`config.mk`:
```
export PLATFORM = sky130hd
export DESIGN_NAME = repair_tx
export DESIGN_NICKNAME = d
export VERILOG_FILES = /design/src/rtl/ltsm_sb_pkg.sv /design/src/rtl/ltsm_timeout_cnt.sv /design/src/rtl/repair_tx.sv
export SDC_FILE = /design/constraint.sdc
export NUM_CORES = 1
export LEC_CHECK = 0
export BUFFER_PORTS_ARGS = -buffer_cell sky130_fd_sc_hd__buf_2
export CAP_MARGIN = 5
export CORE_MARGIN = 2
export CORE_UTILIZATION = 38
export CTS_BUF_LIST = sky130_fd_sc_hd__clkbuf_8
export DETAILED_ROUTE_END_ITERATION = 10
export PLACE_DENSITY_LB_ADDON = 0.08
export SETUP_SLACK_MARGIN = 0.1
export SYNTH_ARGS = -nofsm -noshare
export SYNTH_HDL_FRONTEND = slang
export SYNTH_HIERARCHICAL = 1
export SYNTH_SLANG_ARGS = --single-unit
```
`constraint.sdc`:
```
create_clock -name clk -period 4.6 [get_ports clk]
set_input_delay 0.46 -clock clk [delete_from_list [all_inputs] [get_ports clk]]
set_output_delay 0.46 -clock clk [all_outputs]
set_load 0.05 [all_outputs]
```
`src/rtl/ltsm_sb_pkg.sv`:
```
// Shared sideband definitions for the MBTRAIN substate handshakes: message codes,
// lane-map encodings, the REPAIR initiator state set and small decode helpers.
package ltsm_sb_pkg;

    localparam logic [3:0] SB_NONE                   = 4'b0000;
    localparam logic [3:0] SB_INIT_REQUEST           = 4'b0001;
    localparam logic [3:0] SB_INIT_RESPONSE          = 4'b0010;
    localparam logic [3:0] SB_END_REQUEST            = 4'b0101;
    localparam logic [3:0] SB_END_RESPONSE           = 4'b0110;
    localparam logic [3:0] SB_APPLY_DEGRADE_REQUEST  = 4'b0111;
    localparam logic [3:0] SB_APPLY_DEGRADE_RESPONSE = 4'b1000;

    localparam logic [2:0] LANES_NONE   = 3'b000;
    localparam logic [2:0] LANES_FIRST  = 3'b001;
    localparam logic [2:0] LANES_SECOND = 3'b010;
    localparam logic [2:0] LANES_BOTH   = 3'b011;

    localparam int unsigned TIMEOUT_CNT_WIDTH = 16;

    typedef enum logic [2:0] {
        ST_IDLE              = 3'd0,
        ST_SEND_INIT_REQ     = 3'd1,
        ST_WAIT_INIT_RESP    = 3'd2,
        ST_SEND_DEGRADE_REQ  = 3'd3,
        ST_WAIT_DEGRADE_RESP = 3'd4,
        ST_SEND_END_REQ      = 3'd5,
        ST_WAIT_END_RESP     = 3'd6,
        ST_TEST_FINISH       = 3'd7
    } repair_tx_state_e;

    function automatic logic [2:0] lane_encoding(input logic first_ok, input logic second_ok);
        logic [2:0] enc;
        case ({second_ok, first_ok})
            2'b11:   enc = LANES_BOTH;
            2'b01:   enc = LANES_FIRST;
            2'b10:   enc = LANES_SECOND;
            default: enc = LANES_NONE;
        endcase
        return enc;
    endfunction

    function automatic logic is_send_state(input repair_tx_state_e st);
        return (st == ST_SEND_INIT_REQ) || (st == ST_SEND_DEGRADE_REQ) || (st == ST_SEND_END_REQ);
    endfunction

    function automatic logic is_wait_state(input repair_tx_state_e st);
        return (st == ST_WAIT_INIT_RESP) || (st == ST_WAIT_DEGRADE_RESP) || (st == ST_WAIT_END_RESP);
    endfunction

    function automatic logic [3:0] request_code(input repair_tx_state_e st);
        logic [3:0] code;
        case (st)
            ST_SEND_INIT_REQ:    code = SB_INIT_REQUEST;
            ST_SEND_DEGRADE_REQ: code = SB_APPLY_DEGRADE_REQUEST;
            ST_SEND_END_REQ:     code = SB_END_REQUEST;
            default:             code = SB_NONE;
        endcase
        return code;
    endfunction

endpackage

```
`src/rtl/ltsm_timeout_cnt.sv`:
```
// Clear/enable/expire cycle counter shared by the MBTRAIN substate handshakes.
// o_expire flags the enabled cycle in which the count sits at LIMIT-1.
module ltsm_timeout_cnt #(
    parameter int unsigned WIDTH = 16,
    parameter int unsigned LIMIT = 8000
) (
    input  logic clk,
    input  logic rst_n,
    input  logic i_clear,
    input  logic i_enable,
    output logic o_expire
);

    localparam logic [WIDTH-1:0] LAST_COUNT = WIDTH'(LIMIT - 1);
    localparam logic [WIDTH-1:0] ONE        = WIDTH'(1);

    logic [WIDTH-1:0] r_count;

    // Count enabled cycles; clear wins so each new request starts from zero.
    always_ff @(posedge clk or negedge rst_n) begin
        if (!rst_n) begin
            r_count <= '0;
        end else if (i_clear) begin
            r_count <= '0;
        end else if (i_enable) begin
            r_count <= r_count + ONE;
        end else begin
            r_count <= r_count;
        end
    end

    assign o_expire = i_enable && (r_count == LAST_COUNT);

endmodule

```
`src/rtl/repair_tx.sv`:
```
// Initiator half of the MBTRAIN.REPAIR handshake: sends INIT, APPLY_DEGRADE and END
// requests over the shared sideband and waits for each partner response.
module repair_tx
    import ltsm_sb_pkg::*;
#(
    parameter int unsigned TIMEOUT_CYCLES = 8000
) (
    input  logic       clk,
    input  logic       rst_n,
    input  logic       i_en,
    input  logic       i_local_first_8_lanes_ok,
    input  logic       i_local_second_8_lanes_ok,
    input  logic [3:0] i_sideband_message,
    input  logic       i_sideband_valid,
    input  logic       i_busy_negedge_detected,
    input  logic       i_valid_rx,
    output logic [3:0] o_sideband_message,
    output logic [2:0] o_sideband_data_lanes_encoding,
    output logic       o_valid_tx,
    output logic       o_test_ack,
    output logic       o_degrade_fail,
    output logic       o_timeout
);

    repair_tx_state_e r_state;
    repair_tx_state_e w_state_nxt;

    logic [3:0] r_msg;
    logic [2:0] r_enc;
    logic       r_pending;
    logic       r_valid_tx;
    logic       r_test_ack;
    logic       r_degrade_fail;
    logic       r_timeout;

    logic [3:0] w_msg_nxt;
    logic [2:0] w_enc_nxt;
    logic [2:0] w_enc_local;
    logic       w_pending_nxt;
    logic       w_valid_nxt;
    logic       w_ack_nxt;
    logic       w_fail_nxt;
    logic       w_timeout_nxt;
    logic       w_cnt_clear;
    logic       w_cnt_enable;
    logic       w_expire;
    logic       w_busy_done;
    logic       w_go_timeout;

    assign w_busy_done  = i_busy_negedge_detected && r_valid_tx;
    assign w_cnt_enable = is_send_state(r_state) || is_wait_state(r_state);
    assign w_enc_local  = lane_encoding(i_local_first_8_lanes_ok, i_local_second_8_lanes_ok);

    ltsm_timeout_cnt #(
        .WIDTH (TIMEOUT_CNT_WIDTH),
        .LIMIT (TIMEOUT_CYCLES)
    ) u_timeout_cnt (
        .clk      (clk),
        .rst_n    (rst_n),
        .i_clear  (w_cnt_clear),
        .i_enable (w_cnt_enable),
        .o_expire (w_expire)
    );

    // Next-state and next-output decode; normal transitions take priority over expiry.
    always_comb begin
        w_state_nxt   = r_state;
        w_msg_nxt     = r_msg;
        w_enc_nxt     = r_enc;
        w_pending_nxt = r_pending;
        w_valid_nxt   = r_valid_tx;
        w_ack_nxt     = r_test_ack;
        w_fail_nxt    = r_degrade_fail;
        w_timeout_nxt = r_timeout;
        w_cnt_clear   = 1'b0;
        w_go_timeout  = 1'b0;

        // TX request only launches while the responder half leaves the sideband free.
        if (r_pending && !i_valid_rx) begin
            w_valid_nxt   = 1'b1;
            w_pending_nxt = 1'b0;
        end else if (w_busy_done) begin
            w_valid_nxt = 1'b0;
        end else begin
            w_valid_nxt = r_valid_tx;
        end

        if (!i_en) begin
            w_state_nxt   = ST_IDLE;
            w_msg_nxt     = SB_NONE;
            w_enc_nxt     = LANES_NONE;
            w_pending_nxt = 1'b0;
            w_valid_nxt   = 1'b0;
            w_ack_nxt     = 1'b0;
            w_fail_nxt    = 1'b0;
            w_timeout_nxt = 1'b0;
            w_cnt_clear   = 1'b1;
        end else begin
            case (r_state)
                ST_IDLE: begin
                    w_state_nxt = ST_SEND_INIT_REQ;
                    w_enc_nxt   = w_enc_local;
                    w_fail_nxt  = (w_enc_local == LANES_NONE);
                end
                ST_SEND_INIT_REQ: begin
                    if (w_busy_done) begin
                        w_state_nxt = ST_WAIT_INIT_RESP;
                    end else begin
                        w_go_timeout = w_expire;
                    end
                end
                ST_WAIT_INIT_RESP: begin
                    if (i_sideband_valid && (i_sideband_message == SB_INIT_RESPONSE)) begin
                        w_state_nxt = ST_SEND_DEGRADE_REQ;
                    end else begin
                        w_go_timeout = w_expire;
                    end
                end
                ST_SEND_DEGRADE_REQ: begin
                    if (w_busy_done) begin
                        w_state_nxt = ST_WAIT_DEGRADE_RESP;
                    end else begin
                        w_go_timeout = w_expire;
                    end
                end
                ST_WAIT_DEGRADE_RESP: begin
                    if (i_sideband_valid && (i_sideband_message == SB_APPLY_DEGRADE_RESPONSE)) begin
                        w_state_nxt = ST_SEND_END_REQ;
                    end else begin
                        w_go_timeout = w_expire;
                    end
                end
                ST_SEND_END_REQ: begin
                    if (w_busy_done) begin
                        w_state_nxt = ST_WAIT_END_RESP;
                    end else begin
                        w_go_timeout = w_expire;
                    end
                end
                ST_WAIT_END_RESP: begin
                    if (i_sideband_valid && (i_sideband_message == SB_END_RESPONSE)) begin
                        w_state_nxt = ST_TEST_FINISH;
                        w_ack_nxt   = 1'b1;
                    end else begin
                        w_go_timeout = w_expire;
                    end
                end
                ST_TEST_FINISH: begin
                    w_state_nxt = ST_TEST_FINISH;
                end
                default: begin
                    w_state_nxt = ST_IDLE;
                end
            endcase

            if (w_go_timeout) begin
                w_state_nxt   = ST_TEST_FINISH;
                w_timeout_nxt = 1'b1;
                w_ack_nxt     = 1'b1;
                w_valid_nxt   = 1'b0;
                w_pending_nxt = 1'b0;
            end else if ((w_state_nxt != r_state) && is_send_state(w_state_nxt)) begin
                w_msg_nxt     = request_code(w_state_nxt);
                w_pending_nxt = 1'b1;
                w_valid_nxt   = 1'b0;
                w_cnt_clear   = 1'b1;
            end else begin
                w_cnt_clear = 1'b0;
            end
        end
    end

    // State register.
    always_ff @(posedge clk or negedge rst_n) begin
        if (!rst_n) begin
            r_state <= ST_IDLE;
        end else begin
            r_state <= w_state_nxt;
        end
    end

    // Output and handshake registers.
    always_ff @(posedge clk or negedge rst_n) begin
        if (!rst_n) begin
            r_msg          <= SB_NONE;
            r_enc          <= LANES_NONE;
            r_pending      <= 1'b0;
            r_valid_tx     <= 1'b0;
            r_test_ack     <= 1'b0;
            r_degrade_fail <= 1'b0;
            r_timeout      <= 1'b0;
        end else begin
            r_msg          <= w_msg_nxt;
            r_enc          <= w_enc_nxt;
            r_pending      <= w_pending_nxt;
            r_valid_tx     <= w_valid_nxt;
            r_test_ack     <= w_ack_nxt;
            r_degrade_fail <= w_fail_nxt;
            r_timeout      <= w_timeout_nxt;
        end
    end

    assign o_sideband_message             = r_msg;
    assign o_sideband_data_lanes_encoding = r_enc;
    assign o_valid_tx                     = r_valid_tx;
    assign o_test_ack                     = r_test_ack;
    assign o_degrade_fail                 = r_degrade_fail;
    assign o_timeout                      = r_timeout;

endmodule

```
==> impl_metrics.toml, run 1 <==
[synthesis]
yosysWarnings = 6
synthXorXnorAreaFrac_pct = 7.08
syn-cell-area_sq_mm = 0.00161
synthTopCellsByCount = "dfrtp_1 (29), nor2_1 (17), nand3_1 (11), nand2_1 (10), xnor2_1 (7)"
synth_top_area_share_pct = 45.1
synth-edff-count = 0
synth.distinct_cells = 54
synthAdderAreaFrac_pct = 0.778
synth_seq_area_share_pct = 45.1
synth_top_family_by_area = "simple AND/OR/NAND/NOR gates"
syn_inst = 165
synth.area.mux_share_pct = 3.27
synthSimpleGateAreaFrac_pct = 27.0
synth_ff_type = "dfrtp_1"
async_flop_share_pct = 100
syn_avg_cell_area_sq_um = 9.75
synth_compound_area_share_pct = 12.3
yosysTopAreaCell = "dfrtp_1"
synth.top_cells.by_area = "dfrtp_1 (45%), nor2_1 (4.0%), xnor2_1 (3.8%), nand3_1 (3.4%), xor2_1 (3.3%)"
synth.most_common_cell = "dfrtp_1"
synth-seq-cells = 29

[final_layout]
syn_to_final_growth_pct = 13.5
regArea_sq_um = 726
fillers = 404
nNetsFinal = 196
num_antenna_cells = 0
drive_above_1_share_pct = 19.6
multi_input_area_sq_um = 818

[routing]
drc = 0
num_vias = 1265
via_per_inst = 5.41
drt-initial-drc-count = 73
dr.pass1.iters = 4
wl_per_cell_um = 14.0
postRouteAntennaNets = 0
finalWirelength_um = 3270

[floorplanning]
die_x_um = 69.1
start_util_pct = 39.9
dieArea_sq_mm = 0.00477
core_area_sq_mm = 0.00403
die_h_um = 69.1
num_rows = 23
ios = 23

[sta]
max_freq_ghz = 0.309
tns_ns = 0
post-route-min-period_ns = 3.24
maxSlewViolCount = 0
rsz0062_at_grt = "false"
skew_ns = 0.00605
worst_pin_slew_ns = 0.655
final-setup-viol-count = 0
period_share_pct = 70.3
finalWorstSetupSlack_ns = 1.36
hold_viol_final = 0
maxSlewHeadroom_pct = 56.2

[cts]
postCtsSetupRepairBufs = 0
clock-sinks = 29
postCtsHoldBufs = 0
tritoncts = "built"
cts.clk_slew.worst_paths_ns = 0.06
clockRootBuffer = "clkbuf_8"
cts_buffers = 5
htreeDepth = 2
cts_max_path_buffers = 2
cts_resized = 0
clock_latency_ns = 0.27

[run]
max_cap_violations = 0

[grt]
grt_max_degree = 30
antenna_found_initial = 0
grt_pass1_wl_um = 5670
gr-total-overflow = 0
grt_pass1_vias = 1221
grt_use_total_pct = 14.6

[outcome]
outcome = "complete, no violations"

[power]
p_per_area_mw_per_mm2 = 297
vdd_drop_max_mv = 0.137
power_leakage_nw = 0.780

[placed_design]
dp_hpwl_um = 2350
globalplace.congestion = 0.845
port_buffers = 20
place_ws_ns = 1.27

[worst_setup_path]
cp-startpoint = "r_state[1]"
path_max_fanout = 18
arrival_ns = 3.39
worstSetupEndpointType = "flip-flop"
crit_type = "flip-flop to flip-flop"
required_ns = 4.75
r2r_start = "r_state[1]"
start_kind = "flip-flop"

[worst_hold_path]
hold_class = "input port to asynchronous set/reset pin"
-- routing by layer --
layer,track usage (%),part of all wire [%]
met2,24.4,48
met4,6.54,1.9
met1,18.1,46
met5,0,0
met3,2.92,3.8
-- layout by cell type, fill, tap and decap left out, types with 2 or more instances in the layout --
master / n
dfrtp_1: 29
buf_2: 20
nor2_1: 17
nand3_1: 11
nand2_1: 10
clkbuf_8: 7
xnor2_1: 7
xor2_1: 6
o21ai_0: 6
inv_1: 5
a21oi_1: 4
nor2b_1: 4
nand4_1: 4
nor4_1: 4
mux2i_1: 3
nor3_1: 3
nand2b_1: 2
nor4b_1: 2
o211ai_1: 2
or3_1: 2
and2_1: 2
conb_1: 2
or4_1: 2
-- state kept, by name, indices dropped and copies added, names as in the netlist --
name / cells
o_degrade_fail: 1
o_sideband_data_lanes_encoding: 2
o_sideband_message: 3
o_test_ack: 1
o_timeout: 1
o_valid_tx: 1
r_pending: 1
r_state: 3
u_timeout_cnt/r_count: 16
-- final cells by class --
cell class	count	share of cell area, %
tap	50	3.42
multi-input combinational	122	44.8
clock inverter	1	0.274
sequential	29	39.7
timing repair buffer	20	5.48
clock buffer	7	5.27
inverter	5	1.03
-- worst max-delay path: stages (launching register included) --
cell,delay (ns)
dfrtp_1,0.51
or4b_4,0.58
or3_4,0.37
nand3_1,0.52
o211ai_1,0.35
nor4_2,0.35
nand3_1,0.12
mux2_1,0.32
-- cells by family after synthesis --
kind of cell,Yosys count
AO/OA/AOI/OAI,27
XOR/XNOR,13
adder cells (fa/ha/maj),1
buffers and inverters,15
flip-flops,29
multiplexers,5
other,1
AND/OR/NAND/NOR,74
-- where the power goes --
group          leakage (nW)  internal (mW)  switching [mW]
registers             0.397          0.260         0.00484
clock network        0.0542          0.135          0.0901
logic                 0.329         0.0155          0.0373
total                 0.780          0.410           0.132
-- final timing paths --
| kind | endpoint | slack, ns | cells past startpoint |
|---|---|---|---|
| worst max-delay path | u_timeout_cnt/r_count[15] | 1.36 | 7 |
| worst min-delay path | o_timeout | 0.20 | 1 |
| worst max register to register | u_timeout_cnt/r_count[15] | 1.36 | 7 |
| worst min register to register | o_timeout | 0.49 | 2 |
| max in group asynchronous | o_sideband_data_lanes_encoding[1] | 3.99 | 1 |
| min in group clk | o_sideband_data_lanes_encoding[1] | 0.47 | 3 |
-- stage by stage --
stage	cells	instance area, sq um	power [mW]	hold slack (ns)	utilization, %
final	234	1830	0.542	0.205	45.3
after global routing	234	1830	0.565	0.261	45.3
after CTS	234	1830	0.550	0.223	45.3
after detailed placement	226	1730	0.322	0.488	42.8
after global placement	226	1730	0.321	0.472	42.8
after floorplan	166	1610	0.305	0.164	-
Power figures use the tool's default switching activity.
==> run 2: changes to the inputs <==
clock period = 2.74 ns   (was 4.6 ns; I/O delays follow)
==> run 2 against run 1 <==
Compared with the run above:
- critical endpoint unchanged
- critical path type unchanged
- sequential share of layout area down 0.51 points
- largest power group unchanged
- first-iteration DRC count down 25%
- die area unchanged
==> impl_metrics.toml, run 2 (same netlist as run 1, synthesis figures left out) <==
[final_layout]
num_antenna_cells = 0
top_register = "u_timeout_cnt/r_count"
mostFrequentLayoutCell = "dfrtp_1"
syn_to_final_growth_pct = 15.0
nNetsFinal = 201
fillers = 407
final_cells = 239
largest_reg_flops = 16
drive_above_1_share_pct = 22.2
final_util_pct = 45.9
mostFrequentLayoutCells = "dfrtp_1 (29), buf_2 (20), nor2_1 (17)"

[cts]
tritoncts = "built"
cts.clk_slew.worst_paths_ns = 0.07
clock-sinks = 29
clock_latency_ns = 0.28
htreeDepth = 2
cts_max_path_buffers = 2
postCtsHoldBufs = 0
clockRootBuffer = "clkbuf_8"
cts_buffers = 5

[worst_setup_path]
crit_type = "flip-flop to flip-flop"
r2r_cells = 8
start_kind = "flip-flop"
required_ns = 2.91
r2r_start = "r_state[1]"
rrSetupSlack_ns = 0.32
r2r-end = "u_timeout_cnt/r_count[15]"
cp-startpoint = "r_state[1]"
arrival_ns = 2.59
cpMostUsedCell = "nand3_1"
slowest_delay_ns = 0.51
worstSetupEndpointType = "flip-flop"
slowest_stage = "or3_1"
crit_chain = "buf_4 -> or3_1 -> o41a_1 -> nand3_1 -> o211ai_1 -> nor4_2 -> nand3_1 -> mux2_1"
path_max_fanout = 13

[grt]
gr-total-overflow = 0
grt_use_total_pct = 15.7
grt_pass1_vias = 1282
antenna_found_initial = 0
grt_pass1_wl_um = 5960
grt_max_degree = 30

[routing]
num_vias = 1307
dr.pass1.iters = 4
postRouteAntennaNets = 0
finalWirelength_um = 3410
via_per_inst = 5.47
drt-initial-drc-count = 55
drc = 0
wl_per_cell_um = 14.3

[floorplanning]
num_rows = 23
start_util_pct = 39.9
die_h_um = 69.1
die_x_um = 69.1
core_area_sq_mm = 0.00403
ios = 23
dieArea_sq_mm = 0.00477

[sta]
final-setup-viol-count = 0
skew_ns = 0.00834
tns_ns = 0
period_share_pct = 88.4
worst_pin_slew_ns = 0.648
max_freq_ghz = 0.413
hold_viol_final = 0
maxSlewViolCount = 0
maxSlewHeadroom_pct = 56.8
post-route-min-period_ns = 2.42
rsz0062_at_grt = "false"

[run]
max_cap_violations = 0

[placed_design]
globalplace.congestion = 0.792
port_buffers = 20
dp_hpwl_um = 2460
placed_cells = 231

[power]
total_power_uw = 880
vdd_drop_max_mv = 0.309
p_per_area_mw_per_mm2 = 476
power_leakage_nw = 0.795

[worst_hold_path]
hold_class = "input port to asynchronous set/reset pin"

[outcome]
outcome = "complete, no violations"
## run 2: worst max-delay path, delay by kind of cell (launching register included)
kind                   cells  cell delay (ns)
DFF                        1             0.38
buffers and inverters      1             0.18
and+or+nand+nor            4             1.09
AOI/OAI and AO/OA          2             0.36
muxes                      1             0.32
## run 2: per-layer routing
layer  up-vias  wire length (um)  share of wire, %  track usage (%)
met5         -                 0                 0                0
met4         0                79               2.3             8.93
met3         7               142               4.2             5.26
met2        26              1670                49             24.8
met1       643              1520                44             18.5
li1        631                 -                 -                -
## run 2: layout make-up
cell class	count	area (sq um)	share of cell area, %
Tap cell	50	62.6	3.38
Clock inverter	3	17.5	0.947
Multi-Input combinational cell	122	820	44.3
Clock buffer	5	68.8	3.72
Sequential cell	29	726	39.2
Inverter	5	18.8	1.01
Timing Repair Buffer	25	138	7.44
## run 2: worst max path at each step
stage                                            to  slack, ns
after floorplan           u_timeout_cnt/r_count[15]       0.18
after global placement    u_timeout_cnt/r_count[15]       0.32
after detailed placement  u_timeout_cnt/r_count[15]       0.27
after CTS                 u_timeout_cnt/r_count[15]       0.29
after global routing                     o_test_ack       0.14
final                     u_timeout_cnt/r_count[15]       0.32
## run 2: metrics by stage
| step | setup WS, ns | hold WS, ns | cell area [sq um] |
|---|---|---|---|
| floorplan | 0.179 | -0.0216 | 1610 |
| global placement | 0.324 | 0.337 | 1760 |
| detailed placement | 0.275 | 0.350 | 1760 |
| CTS | 0.285 | 0.0354 | 1850 |
| global route | 0.140 | 0.0537 | 1850 |
| finish | 0.318 | 0.0164 | 1850 |
## run 2: where the power goes
| group | total [mW] | leakage [nW] | switching [mW] | internal, mW |
|---|---|---|---|---|
| clock | 0.344 | 0.0439 | 0.170 | 0.175 |
| combinational | 0.0948 | 0.354 | 0.0663 | 0.0285 |
| sequential | 0.441 | 0.397 | 0.00539 | 0.436 |
| total | 0.880 | 0.795 | 0.241 | 0.639 |
## run 2: repair_timing
item,4_1_cts,5_1_grt
setup endpoints to repair,0,5
resized for setup,0,1
setup buffers,0,0
